**src/rtl/serdes_pkg.sv**
```systemverilog
// Shared types and elaboration helpers for the SERDES TX/RX generation.
//   tx_state_t  : transmitter frame state
//   frame_bits  : serial bits per frame (start + data + parity + stop)
//   clog2       : ceiling log2, used for counter widths on both link sides
//   cnt_width   : clog2 clamped to at least one bit
package serdes_pkg;

   typedef enum logic [2:0] {
      IDLE,
      START,
      DATA,
      PARITY,
      STOP
   } tx_state_t;

   function automatic int unsigned frame_bits(input int unsigned data_w,
                                              input int unsigned parity_en,
                                              input int unsigned stop_bits);
      return 1 + data_w + parity_en + stop_bits;
   endfunction

   function automatic int unsigned clog2(input int unsigned value);
      int unsigned r;
      r = 0;
      for (int unsigned p = 1; p < value; p = p << 1) begin
         r++;
      end
      return r;
   endfunction

   function automatic int unsigned cnt_width(input int unsigned value);
      return (clog2(value) < 1) ? 1 : clog2(value);
   endfunction

endpackage

```
**src/rtl/serdes_baud_tick.sv**
```systemverilog
// Bit-period timer. Free-running 0..CLKS_PER_BIT-1 counter, held at zero while
// run is low, with a tick on the terminal count.
//   CLOCK_50 : clock, rising edge
//   resetN   : synchronous active-low reset
//   run      : enable; low clears the counter
//   tick     : high in the last clock of each bit period
module serdes_baud_tick
   import serdes_pkg::*;
#(
   parameter int unsigned CLKS_PER_BIT = 4
) (
   input  logic CLOCK_50,
   input  logic resetN,
   input  logic run,
   output logic tick
);

   localparam int unsigned CNT_W = cnt_width(CLKS_PER_BIT);
   localparam logic [CNT_W-1:0] LAST = CNT_W'(CLKS_PER_BIT - 1);

   logic [CNT_W-1:0] cnt_q;

   always_ff @(posedge CLOCK_50) begin
      if (!resetN || !run) begin
         cnt_q <= '0;
      end else if (cnt_q == LAST) begin
         cnt_q <= '0;
      end else begin
         cnt_q <= cnt_q + CNT_W'(1);
      end
   end

   assign tick = run && (cnt_q == LAST);

endmodule

```
**src/rtl/serdes_tx_frame.sv**
```systemverilog
// Framed serial transmitter with a one-word holding register.
// Frame: start(0), DATA_W data bits, optional parity, STOP_BITS stop bits(1),
// each bit CLKS_PER_BIT clocks long.
//   CLOCK_50 : clock, rising edge
//   resetN   : synchronous active-low reset
//   Pin      : parallel word, sampled when send && ready
//   send     : level request, one word accepted per cycle with send && ready
//   ready    : holding register empty (combinational)
//   busy     : frame in progress or word queued (registered)
//   Sout     : serial line, idles high (registered)
//   done     : high in the last clock of each frame's final stop bit
//   err      : sticky overrun, set on send while not ready
module serdes_tx_frame
   import serdes_pkg::*;
#(
   parameter int unsigned DATA_W       = 8,
   parameter int unsigned CLKS_PER_BIT = 4,
   parameter int unsigned PARITY_EN    = 1,
   parameter int unsigned PARITY_ODD   = 0,
   parameter int unsigned STOP_BITS    = 1,
   parameter int unsigned LSB_FIRST    = 1
) (
   input  logic              CLOCK_50,
   input  logic              resetN,
   input  logic [DATA_W-1:0] Pin,
   input  logic              send,
   output logic              ready,
   output logic              busy,
   output logic              Sout,
   output logic              done,
   output logic              err
);

   if (STOP_BITS != 1 && STOP_BITS != 2) begin : g_bad_stop_bits
      $error("serdes_tx_frame: STOP_BITS must be 1 or 2");
   end

   localparam int unsigned IDX_W = cnt_width(DATA_W);

   tx_state_t         state_q;
   logic [DATA_W-1:0] shreg_q;
   logic [DATA_W-1:0] hold_data_q;
   logic              par_q;
   logic              hold_par_q;
   logic              hold_valid_q;
   logic [IDX_W-1:0]  bit_idx_q;

   logic              tick;
   logic              accept;
   logic              last_data;
   logic              last_stop;
   logic              frame_end;
   logic [DATA_W-1:0] pin_ordered;
   logic [DATA_W-1:0] shifted;
   logic              pin_par;

   serdes_baud_tick #(
      .CLKS_PER_BIT(CLKS_PER_BIT)
   ) u_baud (
      .CLOCK_50(CLOCK_50),
      .resetN  (resetN),
      .run     (state_q != IDLE),
      .tick    (tick)
   );

   // Words are stored in transmit order so the shifter always emits bit 0.
   always_comb begin
      pin_ordered = Pin;
      if (LSB_FIRST == 0) begin
         for (int i = 0; i < int'(DATA_W); i++) begin
            pin_ordered[i] = Pin[DATA_W-1-i];
         end
      end
   end

   assign pin_par   = (^Pin) ^ (PARITY_ODD != 0);
   assign shifted   = shreg_q >> 1;
   assign ready     = !hold_valid_q;
   assign accept    = send && !hold_valid_q;
   assign last_data = (bit_idx_q == IDX_W'(DATA_W - 1));
   assign last_stop = (bit_idx_q == IDX_W'(STOP_BITS - 1));
   assign frame_end = (state_q == STOP) && tick && last_stop;
   assign done      = frame_end;

   always_ff @(posedge CLOCK_50) begin
      if (!resetN) begin
         state_q      <= IDLE;
         shreg_q      <= '0;
         hold_data_q  <= '0;
         par_q        <= 1'b0;
         hold_par_q   <= 1'b0;
         hold_valid_q <= 1'b0;
         bit_idx_q    <= '0;
         Sout         <= 1'b1;
         busy         <= 1'b0;
         err          <= 1'b0;
      end else begin
         if (send && hold_valid_q) begin
            err <= 1'b1;
         end

         // A word arriving exactly at a frame boundary with hold empty goes
         // straight to the shifter below instead of the holding register.
         if (accept && (state_q != IDLE) && !frame_end) begin
            hold_data_q  <= pin_ordered;
            hold_par_q   <= pin_par;
            hold_valid_q <= 1'b1;
         end

         unique case (state_q)
            IDLE: begin
               if (accept) begin
                  shreg_q <= pin_ordered;
                  par_q   <= pin_par;
                  state_q <= START;
                  Sout    <= 1'b0;
                  busy    <= 1'b1;
               end
            end
            START: begin
               if (tick) begin
                  state_q   <= DATA;
                  bit_idx_q <= '0;
                  Sout      <= shreg_q[0];
               end
            end
            DATA: begin
               if (tick) begin
                  if (last_data) begin
                     bit_idx_q <= '0;
                     if (PARITY_EN != 0) begin
                        state_q <= PARITY;
                        Sout    <= par_q;
                     end else begin
                        state_q <= STOP;
                        Sout    <= 1'b1;
                     end
                  end else begin
                     bit_idx_q <= bit_idx_q + IDX_W'(1);
                     shreg_q   <= shifted;
                     Sout      <= shifted[0];
                  end
               end
            end
            PARITY: begin
               if (tick) begin
                  state_q <= STOP;
                  Sout    <= 1'b1;
               end
            end
            STOP: begin
               if (tick) begin
                  if (last_stop) begin
                     bit_idx_q <= '0;
                     if (hold_valid_q) begin
                        shreg_q      <= hold_data_q;
                        par_q        <= hold_par_q;
                        hold_valid_q <= 1'b0;
                        state_q      <= START;
                        Sout         <= 1'b0;
                     end else if (accept) begin
                        shreg_q <= pin_ordered;
                        par_q   <= pin_par;
                        state_q <= START;
                        Sout    <= 1'b0;
                     end else begin
                        state_q <= IDLE;
                        Sout    <= 1'b1;
                        busy    <= 1'b0;
                     end
                  end else begin
                     bit_idx_q <= bit_idx_q + IDX_W'(1);
                  end
               end
            end
            default: begin
               state_q <= IDLE;
               Sout    <= 1'b1;
            end
         endcase
      end
   end

endmodule

```
**config.mk**
```make
export PLATFORM = sky130hd
export DESIGN_NAME = serdes_tx_frame
export DESIGN_NICKNAME = d
export VERILOG_FILES = /design/src/rtl/serdes_pkg.sv /design/src/rtl/serdes_baud_tick.sv /design/src/rtl/serdes_tx_frame.sv
export SDC_FILE = /design/constraint.sdc
export NUM_CORES = 1
export LEC_CHECK = 0
export ABC_AREA = 1
export BUFFER_PORTS_ARGS = -buffer_cell sky130_fd_sc_hd__buf_2
export CORE_ASPECT_RATIO = 1.75
export CORE_MARGIN = 8
export CORE_UTILIZATION = 63
export CTS_CLUSTER_DIAMETER = 30
export CTS_CLUSTER_SIZE = 10
export DETAILED_ROUTE_END_ITERATION = 8
export PLACE_DENSITY = 0.91
export SLEW_MARGIN = 0
export SYNTH_ARGS = -nofsm -noshare
export SYNTH_HDL_FRONTEND = slang
export SYNTH_SLANG_ARGS = --single-unit
```
**constraint.sdc**
```tcl
create_clock -name CLOCK_50 -period 4.3 [get_ports CLOCK_50]
set_input_delay 0.215 -clock CLOCK_50 [delete_from_list [all_inputs] [get_ports CLOCK_50]]
set_output_delay 0.215 -clock CLOCK_50 [all_outputs]
set_load 0.005 [all_outputs]
```
==> impl_metrics.yaml, run 1 <==
floorplan:
  pin_count: 16
  die_x_um: 57.26
  die_h_um: 88.21
  core_area_mm2: 0.002895
  initial_core_util: 0.6482
  die-area_mm2: 0.005051
  placementRows: 26
yosys:
  yosysWarnings: 0
  seq_area_frac_synth: 0.3200
  synthesis.nets: 323
  yosysUniqueCellTypes: 24
  postSynthAreaPerCell_um2: 6.094
  synth_seq_cells: 30
  syn_inst: 308
  netlist_area_mm2: 0.001877
clocking:
  clock_sinks: 30
  path_clk_slew_ps: 70
  cts-buffers-inserted: 5
  cts_htree_levels: 2
  tritoncts: "built"
  hold_buffers: 0
  post_cts_resized: 0
  clk_latency_ps: 290
  root_buffer: "clkbuf_8"
  post_cts_buffers: 0
  clk_path_buf_depth: 2
timing:
  max_freq_ghz: 0.5386
  fin_skew_ps: 6.679
  fin_crit_sh: 0.4318
  hold_viol: 0
  rsz0062_at_grt: "false"
  tns_ps: 0
  period_needed_ps: 1857
  finalSetupViolCount: 0
  timing.final.ws_setup_ps: 2443
  maxSlewViolCount: 0
  slew_headroom: 0.5604
  worst_slew_pin_slew_ps: 658.8
setup_path:
  r2r_cells: 8
  critical_path_class: "register to register"
  required_ps: 4480
  crit_fanout: 17
  r2r-start: "hold_valid_q"
  cp.arrival_ps: 2040
  crit_path_end: "hold_par_q"
  cp-start-kind: "register"
  reg2reg_to: "hold_par_q"
  crit_path_start: "hold_valid_q"
  r2r_setup_slack_ps: 2440
  cp-end-kind: "register"
power_and_ir_drop:
  p_leak_nw: 1.031
  max-vdd-ir-drop_mv: 0.3885
  p_per_area_mw_per_mm2: 633.1
  report.power.total_w: 0.001293
route:
  vias: 1951
  via_per_inst: 5.543
  drt-total-wl_mm: 4.771
  drt_pass1_iterations: 4
  wire_per_inst_um: 13.55
  remaining_drc_errors: 0
  drt_iter0_markers: 104
  drtAntennaViolNets: 0
global_routing:
  grt.total_usage: 0.2017
  grt_pass1_wl_mm: 8.031
  grt.overflow.total: 0
  antenna_found_initial: 0
  grt_pass1_vias: 1872
  grt_max_degree: 23
placement:
  place_ws_ps: 2456
  place_congestion: 1.037
  hpwlAfterDp_mm: 3.559
  io_buffers: 15
hold_path:
  worstHoldPathType: "input pin to register"
run_status:
  status: "finished clean"
finish:
  area_growth_pct: 8.800
  antenna_cells: 0
  layout-drive-gt1-share: 0.1296
  nets: 338
  n_fill_cell: 266
job:
  cap_violations: 0
## cells by family (layout without fill, tap and decap cells)
| group | count (synthesis) | after routing | synth area share |
|---|---|---|---|
| AO/OA/AOI/OAI | 62 | 62 | 0.1727 |
| adder cells (fa/ha/maj) | 4 | 4 | 0.02667 |
| buffers and inverters | 45 | 61 | 0.1047 |
| flip-flops | 30 | 30 | 0.3200 |
| AND/OR/NAND/NOR | 167 | 167 | 0.3760 |
## cell usage after synthesis (all sizes together)
cell,number,area (µm²)
inv,38,142.6
a21oi,19,102.6
nand3,16,80.08
a21o,1,7.510
dfxtp,30,600.6
nor2,54,231.5
nor3,3,26.28
clkbuf,3,12.51
o21ai,42,214.0
nand2,93,361.6
ha,4,50.05
buf,4,41.29
or2,1,6.260
## how the worst min path moves through the flow
stage | slack (ps) | depth (start not counted) | startpoint | to
finish | 200 | 3 | send | err
global route | 230 | 3 | Pin[3] | hold_data_q[3]
CTS | 200 | 3 | send | err
detailed placement | 420 | 1 | u_baud.cnt_q[0] | u_baud.cnt_q[0]
global placement | 410 | 1 | u_baud.cnt_q[0] | u_baud.cnt_q[0]
floorplan | 350 | 2 | send | err
## layer usage
layer  track usage  wire, µm  vias to the layer above
met4        0.1491       208                        0
met5             0         0                        -
met1        0.1891      1802                      870
met3       0.03088       167                       20
li1              -         -                      998
met2        0.3798      2593                       63
## power by group
group	total, W	internal, W	switching (W)
Sequential	0.000431	0.000366	0.0000644
Combinational	0.000579	0.000190	0.000388
Clock	0.000283	0.000170	0.000113
Total	0.00129	0.000727	0.000566
## worst max-delay path: stages, from the launching register on
cell	delay [ps]
dfxtp_1	440
inv_2	210
nand2_2	220
nor2_1	230
nand2_2	200
inv_1	220
nand3_1	110
nand2_1	80
inv_1	30
## final cells by class
cell class	count	area [µm²]	area share
sequential	30	600.6	0.2941
clock buffer	5	68.82	0.03370
timing repair buffer	15	75.07	0.03676
clock inverter	3	40.04	0.01961
multi-input combinational	233	1080	0.5288
tap	28	35.03	0.01716
inverter	38	142.6	0.06985
## stage by stage
stage               hold WS [ps]  instance area, µm²  cells    util
floorplan                  354.5                1877    308       -
global placement           408.1                1933    344  0.6677
detailed placement         417.1                1933    344  0.6677
CTS                        203.5                2042    352  0.7053
global route               231.2                2042    352  0.7053
finish                     204.6                2042    352  0.7053
## registers in the layout (all words and copies together) (netlist names)
register	count
par_q	1
state_q	3
bit_idx_q	3
Sout	1
hold_valid_q	1
busy	1
u_baud.cnt_q	2
err	1
hold_par_q	1
shreg_q	8
hold_data_q	8
## placed cells by master, fill, tap and decap left out, types with 2 or more instances in the layout
cell type  Yosys  final
clkinv_2       0      2
clkbuf_8       0      5
nor3_1         2      2
nor2_1        50     50
nand3_1       16     16
a21oi_2        2      2
nand2_1       88     88
inv_2          5      5
nor2_2         2      2
dfxtp_1       30     30
ha_1           4      4
o21ai_0       32     32
buf_2          0     15
a21oi_1       17     17
inv_1         33     33
o21ai_1        9      9
nand2_2        5      5
Power figures use the tool's default switching activity.
==> inputs of run 2 (changes only) <==
--- a/config.mk
+++ b/config.mk
@@ -9,11 +9,11 @@
 export BUFFER_PORTS_ARGS = -buffer_cell sky130_fd_sc_hd__buf_2
 export CORE_ASPECT_RATIO = 1.75
 export CORE_MARGIN = 8
-export CORE_UTILIZATION = 63
+export CORE_UTILIZATION = 59
 export CTS_CLUSTER_DIAMETER = 30
 export CTS_CLUSTER_SIZE = 10
 export DETAILED_ROUTE_END_ITERATION = 8
-export PLACE_DENSITY = 0.91
+export PLACE_DENSITY = 0.86
 export SLEW_MARGIN = 0
 export SYNTH_ARGS = -nofsm -noshare
 export SYNTH_HDL_FRONTEND = slang
==> constraint.sdc (replaced) <==
create_clock -name CLOCK_50 -period 1.9 [get_ports CLOCK_50]
set_input_delay 0.095 -clock CLOCK_50 [delete_from_list [all_inputs] [get_ports CLOCK_50]]
set_output_delay 0.095 -clock CLOCK_50 [all_outputs]
set_load 0.005 [all_outputs]
==> impl_metrics.yaml, run 2 (synthesis gave the netlist of run 1 again) <==
floorplan:
  die_h_um: 90.61
  die-area_mm2: 0.005313
  die_x_um: 58.64
  placementRows: 27
  core_area_mm2: 0.003108
  pin_count: 16
  initial_core_util: 0.6039
route:
  remaining_drc_errors: 0
  top_layer: "met4"
  drt_iter0_markers: 56
  wire_per_inst_um: 12.17
  m1WireLength_mm: 1.763
  drt-total-wl_mm: 4.502
  vias: 1952
  met3_length_um: 147
  drtAntennaViolNets: 0
  route.met2.wl_mm: 2.405
  via_per_inst: 5.276
  drt_pass1_iterations: 4
power_and_ir_drop:
  power.share.clock: 0.174
  switchingPower_w: 0.001249
  max-vdd-ir-drop_mv: 0.8639
  power_frac_comb: 0.484
  power_frac_seq: 0.342
  p_leak_nw: 1.037
  p_per_area_mw_per_mm2: 1351
  report.power.total_w: 0.002785
  swShare: 0.4484
  p_int_w: 0.001536
clocking:
  post_cts_buffers: 0
  cts-buffers-inserted: 5
  post_cts_resized: 0
  root_buffer: "clkbuf_8"
  clk_latency_ps: 280
  path_clk_slew_ps: 70
  hold_buffers: 0
  cts_htree_levels: 2
  tritoncts: "built"
  clk_path_buf_depth: 2
  clock_sinks: 30
setup_path:
  r2r-start: "hold_valid_q"
  critical_path_class: "register to register"
  required_ps: 2080
  crit_path_start: "hold_valid_q"
  cp-end-kind: "register"
  reg2reg_to: "hold_par_q"
  r2r_cells: 8
  cp-start-kind: "register"
  cp.arrival_ps: 1830
  crit_path_end: "hold_par_q"
  r2r_setup_slack_ps: 240
  crit_fanout: 17
timing:
  maxSlewViolCount: 0
  worst_slew_pin_slew_ps: 405.8
  hold_ws_ps: 79.59
  fin_skew_ps: 8.721
  finalSetupViolCount: 0
  slew_headroom: 0.7295
  tns_ps: 0
  hold_viol: 0
  max_freq_ghz: 0.6040
  fin_crit_sh: 0.8714
  rsz0062_at_grt: "false"
  period_needed_ps: 1656
global_routing:
  grt.overflow.total: 0
  grt_max_degree: 23
  antenna_found_initial: 0
  grt.total_usage: 0.1900
  grt_pass1_wl_mm: 8.142
  grt_pass1_vias: 1983
finish:
  final_cell_mix: "88 x nand2_1, 50 x nor2_1, 33 x inv_1, 32 x o21ai_0, 30 x dfxtp_1"
  n_fill_cell: 309
  reg_top3: "hold_data_q x8, shreg_q x8"
  final_area_mm2: 0.002061
  nets: 342
  final_cells: 370
  layout_commonest_cell: "nand2_1"
  layout-drive-gt1-share: 0.1376
  antenna_cells: 0
  area_growth_pct: 9.800
placement:
  hpwlAfterDp_mm: 3.542
  dpl.cell_count: 363
  place_congestion: 0.9140
  place_area_mm2: 0.001982
  io_buffers: 15
run_status:
  status: "finished clean"
hold_path:
  hp-start: "send"
  worstHoldPathType: "input pin to register"
job:
  cap_violations: 0
## run 2: changes by cell type in the layout (fill, tap and decap cells not counted), sizes merged
cell    before  now
buf         15   19
bufinv       1    0
## run 2: final cells by class
class                   count  area, µm²  share of cell area
flip-flops and latches     30      600.6              0.2914
multi-input cells         233       1080              0.5240
inverters                  38      142.6             0.06922
repair buffers             19      105.1             0.05100
clock inverters             2      10.01            0.004857
clock buffers               5      68.82             0.03339
well taps                  43      53.80             0.02611
## run 2: worst min-delay path by stage
stage | end | slack [ps] | cells after the start
CTS | err | 80 | 3
finish | err | 80 | 3
detailed placement | err | 380 | 3
global placement | err | 370 | 3
global route | err | 110 | 3
floorplan | err | 230 | 2
## run 2: per-layer routing
metal / global-route usage / up-vias
met1: 0.1829 / 875
met2: 0.3370 / 51
met5: 0 / -
met4: 0.1325 / 0
li1: - / 1010
met3: 0.04137 / 16
## run 2: worst max-delay path: stages, from the launching register on
cell     delay (ps)
dfxtp_1         330
inv_2           140
nand2_2         220
nor2_1          230
nand2_2         210
inv_1           220
nand3_1          90
nand2_1          70
inv_1            30
## run 2: stage by stage
stage               utilization  setup WS (ps)
floorplan                     -          547.1
global placement         0.6377          299.6
detailed placement       0.6377          280.1
CTS                      0.6630          242.2
global route             0.6630          89.74
finish                   0.6630          244.3
## run 2: power groups by stage
stage | registers [W] | logic, W | clock network (W)
after global routing | 0.000973 | 0.00157 | 0.000526
after floorplan | 0.000934 | 0.00106 | 0
after detailed placement | 0.000956 | 0.00134 | 0
final | 0.000951 | 0.00135 | 0.000485
after global placement | 0.000954 | 0.00132 | 0
after CTS | 0.000946 | 0.00135 | 0.000495
==> inputs of run 3 (changes only) <==
==> constraint.sdc (replaced) <==
create_clock -name CLOCK_50 -period 1.6 [get_ports CLOCK_50]
set_input_delay 0.08 -clock CLOCK_50 [delete_from_list [all_inputs] [get_ports CLOCK_50]]
set_output_delay 0.08 -clock CLOCK_50 [all_outputs]
set_load 0.005 [all_outputs]
==> impl_metrics.yaml, run 3 (synthesis gave the netlist of run 1 again) <==
run_status:
  status: "finished clean"
timing:
  maxSlewViolCount: 0
  fin_crit_sh: 0.9381
  fin_skew_ps: 8.215
  worst_slew_pin_slew_ps: 340.7
  period_needed_ps: 1501
  max_freq_ghz: 0.6662
  slew_headroom: 0.7726
  timing.final.ws_setup_ps: 99.00
  hold_viol: 0
  hold_ws_ps: 61.93
  finalSetupViolCount: 0
route:
  drtAntennaViolNets: 0
  vias: 2017
  drt_iter0_markers: 84
  wire_per_inst_um: 13.37
  drt_pass1_iterations: 4
  via_per_inst: 5.294
  drt-total-wl_mm: 5.093
  remaining_drc_errors: 0
finish:
  area_growth_pct: 17.60
  antenna_cells: 0
  layout_commonest_cell: "nand2_1"
  nets: 352
  final_cell_mix: "86 x nand2_1, 48 x nor2_1, 33 x inv_1, 32 x o21ai_0, 27 x dfxtp_1"
  reg_top3: "hold_data_q x8, shreg_q x8"
  layout-drive-gt1-share: 0.1923
  final_area_mm2: 0.002207
setup_path:
  cp-end-kind: "register"
  required_ps: 1830
  cp.arrival_ps: 1730
  critical_path_class: "register to register"
  crit_fanout: 6
  cp-start-kind: "register"
floorplan:
  core_area_mm2: 0.003108
  die_x_um: 58.64
  initial_core_util: 0.6039
  placementRows: 27
  die-area_mm2: 0.005313
  pin_count: 16
  die_h_um: 90.61
clocking:
  path_clk_slew_ps: 70
  cts_htree_levels: 2
  tritoncts: "built"
  clk_path_buf_depth: 2
  root_buffer: "clkbuf_8"
  clock_sinks: 30
  clk_latency_ps: 300
  cts-buffers-inserted: 5
global_routing:
  antenna_found_initial: 0
  grt.total_usage: 0.1996
  grt.overflow.total: 0
  grt_pass1_wl_mm: 8.369
  grt_pass1_vias: 1942
  grt_max_degree: 22
placement:
  hpwlAfterDp_mm: 3.584
  place_ws_ps: 57.59
  io_buffers: 15
  place_congestion: 0.9240
  place_area_mm2: 0.002027
job:
  cap_violations: 0
hold_path:
  worstHoldPathType: "input pin to register"
power_and_ir_drop:
  max-vdd-ir-drop_mv: 0.8409
  p_per_area_mw_per_mm2: 1687
  p_leak_nw: 1.094
[run 3: power breakdown]
group	internal [W]	switching (W)
combinational	0.000648	0.00114
clock	0.000458	0.000319
sequential	0.000991	0.000165
total	0.00210	0.00163
[run 3: critical path, cell delays in order, from the launching register on]
cell     delay [ps]
dfxtp_1         360
nor2_1           70
nand2_2         170
nor2_1           80
inv_1           150
nand2_4         100
nor2_4          200
buf_4           140
nand3_1          50
a21oi_1         120
[run 3: repair_timing]
item / CTS / global route
hold buffers: 0 / 0
gates resized for setup: 0 / 13
setup buffers: 0 / 3
endpoints found under the setup margin: 0 / 16
[run 3: through the flow]
stage          power, W    util  instances  setup TNS, ps
3_3_place_gp   0.002737  0.6522        369              0
4_1_cts        0.003551  0.6872        377              0
5_1_grt        0.004027  0.7101        381         -86.39
2_1_floorplan  0.002373       -        308              0
6_report       0.003724  0.7101        381              0
3_5_place_dp   0.002772  0.6522        369              0
[run 3: worst paths after layout]
kind	startpoint	to	slack, ps	cells past startpoint
setup / recovery	state_q[0]	shreg_q[7]	100	9
hold / removal	Pin[7]	hold_data_q[7]	60	3
setup reg to reg	state_q[0]	shreg_q[7]	100	9
hold reg to reg	u_baud.cnt_q[0]	u_baud.cnt_q[0]	430	1
[run 3: cell type report]
| class | instances | area [µm²] |
|---|---|---|
| flip-flops and latches | 30 | 604.3 |
| multi-input cells | 234 | 1121 |
| fillers | 287 | 900.9 |
| clock inverters | 3 | 40.04 |
| repair buffers | 28 | 176.4 |
| inverters | 38 | 142.6 |
| well taps | 43 | 53.80 |
| clock buffers | 5 | 68.82 |
[run 3: metal layers]
metal	part of all wire	GRT usage
met4	0.047	0.1245
met5	0	0
met3	0.055	0.03852
met2	0.53	0.3713
met1	0.37	0.1856
